<file path="config.mk">
export PLATFORM = sky130hd
export DESIGN_NAME = audio_rd_sched
export DESIGN_NICKNAME = d
export VERILOG_FILES = /design/src/rtl/uac2_pkg.sv /design/src/rtl/audio_rd_sched.sv
export SDC_FILE = /design/constraint.sdc
export NUM_CORES = 1
export LEC_CHECK = 0
export ABC_AREA = 0
export ABC_CLOCK_PERIOD_IN_PS = 2800
export BUFFER_PORTS_ARGS = -buffer_cell sky130_fd_sc_hd__buf_2
export CAP_MARGIN = 20
export CELL_PAD_IN_SITES_DETAIL_PLACEMENT = 0
export CELL_PAD_IN_SITES_GLOBAL_PLACEMENT = 1
export CORE_UTILIZATION = 35
export DETAILED_ROUTE_END_ITERATION = 12
export PLACE_DENSITY = 0.71
export SLEW_MARGIN = 30
export SYNTH_ARGS = -nofsm -noshare
export SYNTH_HDL_FRONTEND = slang
export SYNTH_SLANG_ARGS = --single-unit
</file>
<file path="constraint.sdc">
create_clock -name i_clk -period 2.8 [get_ports i_clk]
set_input_delay 0.42 -clock i_clk [delete_from_list [all_inputs] [get_ports i_clk]]
set_output_delay 0.42 -clock i_clk [all_outputs]
set_load 0.005 [all_outputs]
</file>
<file path="src/rtl/uac2_pkg.sv">
// rtl/uac2_pkg.sv - shared playback scheduler types and widths
package uac2_pkg;

   typedef enum logic [2:0] {
      IDLE,
      PREFILL,
      WAIT_FRM,
      ISSUE,
      WAIT_DAT,
      PRESENT
   } state_t;

   localparam int SAMPLE_W   = 32;
   localparam int BUF_WORD_W = 16;

endpackage

</file>
<file path="src/rtl/audio_rd_sched.sv">
// rtl/audio_rd_sched.sv - per-frame stereo fetch from the sample buffer; optional UNDERRUN_CNT_EN
// Owns prefill, underrun muting/recovery and late-frame detection.
module audio_rd_sched
   import uac2_pkg::*;
#(
   parameter int WORDS_PER_CH = 2,
   parameter int RD_LAT       = 2
) (
   input  logic                  i_clk,
   input  logic                  i_rst,
   input  logic                  i_enable,
   input  logic                  i_frame_strobe,
   output logic                  o_buf_rd_req,
   input  logic [BUF_WORD_W-1:0] i_buf_rd_data,
   input  logic                  i_buf_ef_n,
   input  logic                  i_buf_half_n,
   output logic [SAMPLE_W-1:0]   o_left_sample,
   output logic [SAMPLE_W-1:0]   o_right_sample,
   output logic                  o_sample_valid,
   output logic                  o_underrun,
   output logic                  o_late_frame
`ifdef UNDERRUN_CNT_EN
   ,
   output logic [15:0]           o_underrun_cnt
`endif
);

   localparam int N_WORDS = 2 * WORDS_PER_CH;
   localparam int CH_W    = WORDS_PER_CH * BUF_WORD_W;
   localparam int CAP_W   = N_WORDS * BUF_WORD_W;
   localparam int IDX_W   = (N_WORDS > 1) ? $clog2(N_WORDS) : 1;
   localparam int LAT_W   = (RD_LAT > 1) ? $clog2(RD_LAT) : 1;
   localparam logic [IDX_W-1:0] LAST_IDX = IDX_W'(N_WORDS - 1);
   localparam logic [LAT_W-1:0] LAT_INIT = LAT_W'(RD_LAT - 1);

   state_t                      r_state;
   logic [IDX_W-1:0]            r_idx;
   logic [LAT_W-1:0]            r_lat;
   logic [CAP_W-BUF_WORD_W-1:0] r_cap;
   logic                        r_abort;

   logic [CAP_W-1:0]            w_full;
   logic [SAMPLE_W-1:0]         w_left;
   logic [SAMPLE_W-1:0]         w_right;

   // Words arrive most-significant first, so a left shift leaves L_hi at the top.
   assign w_full  = {r_cap, i_buf_rd_data};
   assign w_left  = SAMPLE_W'(w_full[CAP_W-1 -: CH_W]) << (SAMPLE_W - CH_W);
   assign w_right = SAMPLE_W'(w_full[CH_W-1:0]) << (SAMPLE_W - CH_W);

   // The request lives only in ISSUE, so consecutive requests always see a low cycle.
   assign o_buf_rd_req = (r_state == ISSUE) && i_buf_ef_n;

   always_ff @(posedge i_clk) begin
      if (i_rst) begin
         r_state        <= IDLE;
         r_idx          <= '0;
         r_lat          <= '0;
         r_cap          <= '0;
         r_abort        <= 1'b0;
         o_left_sample  <= '0;
         o_right_sample <= '0;
         o_sample_valid <= 1'b0;
         o_underrun     <= 1'b0;
         o_late_frame   <= 1'b0;
      end else begin
         o_sample_valid <= 1'b0;
         o_underrun     <= 1'b0;
         o_late_frame   <= 1'b0;
         case (r_state)
            IDLE: begin
               if (i_enable) r_state <= PREFILL;
            end
            PREFILL: begin
               if (!i_enable) begin
                  r_state        <= IDLE;
                  o_left_sample  <= '0;
                  o_right_sample <= '0;
               end else if (!i_buf_half_n) begin
                  r_state <= WAIT_FRM;
               end
            end
            WAIT_FRM: begin
               if (!i_enable) begin
                  r_state        <= IDLE;
                  o_left_sample  <= '0;
                  o_right_sample <= '0;
               end else if (i_frame_strobe) begin
                  r_state <= ISSUE;
                  r_idx   <= '0;
                  r_abort <= 1'b0;
               end
            end
            ISSUE: begin
               if (!i_buf_ef_n) begin
                  o_underrun     <= 1'b1;
                  o_sample_valid <= 1'b1;
                  o_left_sample  <= '0;
                  o_right_sample <= '0;
                  r_state        <= PREFILL;
               end else begin
                  r_lat   <= LAT_INIT;
                  r_state <= WAIT_DAT;
                  if (!i_enable) r_abort <= 1'b1;
                  if (i_frame_strobe) o_late_frame <= 1'b1;
               end
            end
            WAIT_DAT: begin
               if (i_frame_strobe) o_late_frame <= 1'b1;
               if (!i_enable) r_abort <= 1'b1;
               if (r_lat == '0) begin
                  r_cap <= w_full[CAP_W-BUF_WORD_W-1:0];
                  if (r_abort || !i_enable) begin
                     r_state        <= IDLE;
                     r_abort        <= 1'b0;
                     o_left_sample  <= '0;
                     o_right_sample <= '0;
                  end else if (r_idx == LAST_IDX) begin
                     o_left_sample  <= w_left;
                     o_right_sample <= w_right;
                     o_sample_valid <= 1'b1;
                     r_state        <= PRESENT;
                  end else begin
                     r_idx   <= r_idx + 1'b1;
                     r_state <= ISSUE;
                  end
               end else begin
                  r_lat <= r_lat - 1'b1;
               end
            end
            PRESENT: begin
               if (i_frame_strobe) o_late_frame <= 1'b1;
               r_state <= WAIT_FRM;
            end
            default: r_state <= IDLE;
         endcase
      end
   end

`ifdef UNDERRUN_CNT_EN
   logic [15:0] r_underrun_cnt;

   always_ff @(posedge i_clk) begin
      if (i_rst) begin
         r_underrun_cnt <= '0;
      end else if ((r_state == ISSUE) && !i_buf_ef_n && (r_underrun_cnt != 16'hFFFF)) begin
         r_underrun_cnt <= r_underrun_cnt + 16'd1;
      end
   end

   assign o_underrun_cnt = r_underrun_cnt;
`endif

endmodule

</file>
==> results.md <==
* Area grow syn2layout at 22.3%
* Share of Yosys cell area claimed by the top area cell type at 48.7%
* Post-Layout Cell Count at 830
* Worst path cell trace: or3b_1 -> o221ai_4 -> buf_12 -> mux2i_1
* Worst Hold Endpoint: o_right_sample[7]$_SDFFE_PP0P_
* Relative slew slack at 64.9%
* Peak supply drop at 320 uV
* FF+latch count, synth at 122
* Synth async-reset ratio at 0%
* CP Max Fanout at 64
* Total setup buffers inserted after CTS at 0
* Clk pwr share at ~52%
* Most used DFF post-synth: dfxtp_1
* Switching pwr at just under 0.001 W
* Synthesis Warnings at 0
* Pint at roughly 0.0034 W
* Initial DRC Count at 180
* Synth cell types at 40
* Register-to-register setup slack at 630 ps
* Required @ worst endpoint at around 3100 ps
* H-tree depth at 4
* Post-synth top area cell: dfxtp_1
* Critical path type: register to register
* Ant. Diodes at 0
* EDFF count, synth at 0
* Die ar. at between 10,000 and 15,000 um2
* Pwr Density at between 700 and 800 nW/um2
* Hold Path Origin: i_buf_rd_data[7]
* Core area at approximately 14,000 um2
* TritonCTS Buffers at 17
* Setup violators final at 0
* Routed length per instance at 14.1 um
* Worst path slowest cell: or3b_1
* Synthesized instance count at 565
* Slew @ Worst Pin at 527 ps
* Hold buffers post-CTS at 0
* Sequential power share at 40.2%
* Final setup TNS at 0 ps
* Worst hold path type: input pin to register
* Initial Util at a little over a third
* Die H at 122 um
* Post-layout util at 44.1%
* Clk Latency, worst-skew pair at 410 ps
* Clk sinks at 122
* Leakage power at 2.60 nW
* Path depth of the worst reg2reg path at 4
* Most common cell in the netlist: nand2_1
* Via count at 3,904
* I/O Pins at 90
* Fin crit period at 2170 ps
* Pre-antenna DRT Iters at 4
* Crit share post-route at about 78%
* Wirelength, routed at 11.7 mm
* Slew Viols, Final at 0
* Final HPWL DP at approximately 7.6 mm
* Worst flop-to-flop path startpoint: r_state[2]$_SDFFE_PP0P_
* Post-route ant nets at 0
* Crit path arrival time at 2510 ps
* Reg clk slew, reported paths at 60 ps
* Hold Crit Depth at 3
* Placed cells at 798
* Mean Syn Cell Area at roughly 8.9 um2
* Total gr overflow at 0
* CTS tree: built
* Global-route wire length before repair at 19.1 mm
* Max Clk Rate at 0.461 GHz
* RSZ-0062 raised after global routing: no
* Row cnt at 43
* Synth top area cells: dfxtp_1 49%, mux2i_1 13%, nand2_1 12%
* Final hold violations at 0
* CTS Root Cell: clkbuf_16
* Setup crit start kind: register
* Fin nets at 660
* Sequential area share after synthesis at around half
* Synth cell count leaders: 162 x nand2_1, 122 x dfxtp_1, 72 x nand2b_1
* Sw Share at about 22%
* Comb power frac at 7.7%
* DRC at 0
* Final Wtd Congestion at 0.786
* Via/cell ratio at 4.70
* I/O Buffers at 89
* Clock Skew at 7.18 ps
* Fraction of layout cells with a size suffix above 1 at approximately a fifth
* Post-cts sizing count at 0
* Max-Cap Viols at 0
* Overall Global Routing Usage at ~17%
* Post-Synthesis Net Count at 588
* Crit. End Element: register
* Vias in the first global route at 3,796
* Antenna violations before repair at 0
* Worst reg2reg endpoint: o_right_sample[14]$_SDFFE_PP0P_
* Outcome: finished, final reports clean
* CP peak stage delay at between 600 and 700 ps
* Die W at approximately 120 um
* Maximum root-to-sink buffer count at 2
* Largest net degree at the start of global routing at 65
* Synthesized area at between 5000 and 6000 um2
## sequential cells by signal, summed over array words and instances, names as in the netlist, 2 cells and up
| signal | cells |
|---|---|
| o_left_sample | 32 |
| r_idx | 2 |
| r_cap | 48 |
| o_right_sample | 32 |
| r_state | 3 |
## critical path: cells and delay by family (launching register included)
kind | cells | cell delay (ps)
AND/OR/NAND/NOR | 1 | 620
flip-flops | 1 | 520
buffers and inverters | 1 | 410
AO/OA/AOI/OAI | 1 | 250
multiplexers | 1 | 250
## how the worst max path moves through the flow
| stage | startpoint | to | cells past startpoint |
|---|---|---|---|
| 2_1_floorplan | i_enable | o_left_sample[0]$_SDFFE_PP0P_ | 6 |
| 3_3_place_gp | i_enable | o_left_sample[25]$_SDFFE_PP0P_ | 5 |
| 3_5_place_dp | r_state[2]$_SDFFE_PP0P_ | o_right_sample[14]$_SDFFE_PP0P_ | 4 |
| 4_1_cts | r_state[1]$_SDFFE_PP0P_ | o_right_sample[20]$_SDFFE_PP0P_ | 5 |
| 5_1_grt | r_state[1]$_SDFFE_PP0P_ | o_right_sample[4]$_SDFFE_PP0P_ | 5 |
| 6_report | r_state[2]$_SDFFE_PP0P_ | o_right_sample[14]$_SDFFE_PP0P_ | 4 |
## cell usage in the layout, fill, tap and decap left out, types with 2 or more instances in the layout
master        n
a21oi_1      56
o22ai_1       2
inv_1         4
buf_2        88
clkbuf_8      5
nor3_1        5
buf_4         5
dfxtp_1     122
clkinv_2      2
clkbuf_16    17
nand2b_1     72
buf_12        2
nor2b_1       2
bufinv_16     3
nor2_1        8
nand2_1     162
clkinvlp_4    4
mux2i_1      64
## metrics by stage
step / hold WS [ps] / area [um2] / power (W) / setup WS [ps]
3_5_place_dp: 448 / 5510 / 0.00214 / 607
4_1_cts: 240 / 6140 / 0.00444 / 607
3_3_place_gp: 448 / 5510 / 0.00213 / 704
5_1_grt: 253 / 6140 / 0.00454 / 437
6_report: 260 / 6140 / 0.00438 / 630
2_1_floorplan: 435 / 5020 / 0.00209 / 1000
## kinds of logic (layout without fill, tap and decap cells)
group	after synthesis	count (layout)	share of synthesized area (%)
AOI/OAI and AO/OA	68	68	7.53
xor gates and xnor gates	1	1	0.175
adders and majority gates	1	1	0.249
buffers and inverters	46	131	5.63
DFF	122	122	48.7
muxes	64	64	12.8
and+or+nand+nor	263	263	25.0
## per-layer routing
metal / vias up / track usage, % / part of all wire [%]
met3: 11 / 4.87 / 4.6
met4: 0 / 6.02 / 1.2
li1: 1999 / - / -
met5: - / 0 / 0
met1: 1822 / 22.1 / 48
met2: 72 / 25.9 / 46
## cell type report
cell class                      instances  area (um2)
Clock inverter                         10         139
Timing Repair Buffer                   95         518
Tap cell                              180         225
Fill cell                            1355        7790
Inverter                                4        15.0
Sequential cell                       122        2440
Clock buffer                           22         494
Multi-Input combinational cell        397        2310
## power groups by stage
| stage | clock network, W | registers (W) | logic [W] |
|---|---|---|---|
| global placement | 0 | 0.00180 | 0.000337 |
| global route | 0.00242 | 0.00176 | 0.000362 |
| finish | 0.00229 | 0.00176 | 0.000336 |
| detailed placement | 0 | 0.00180 | 0.000341 |
| CTS | 0.00234 | 0.00176 | 0.000341 |
| floorplan | 0 | 0.00179 | 0.000305 |
No activity file was read; power rests on OpenSTA's default activity.
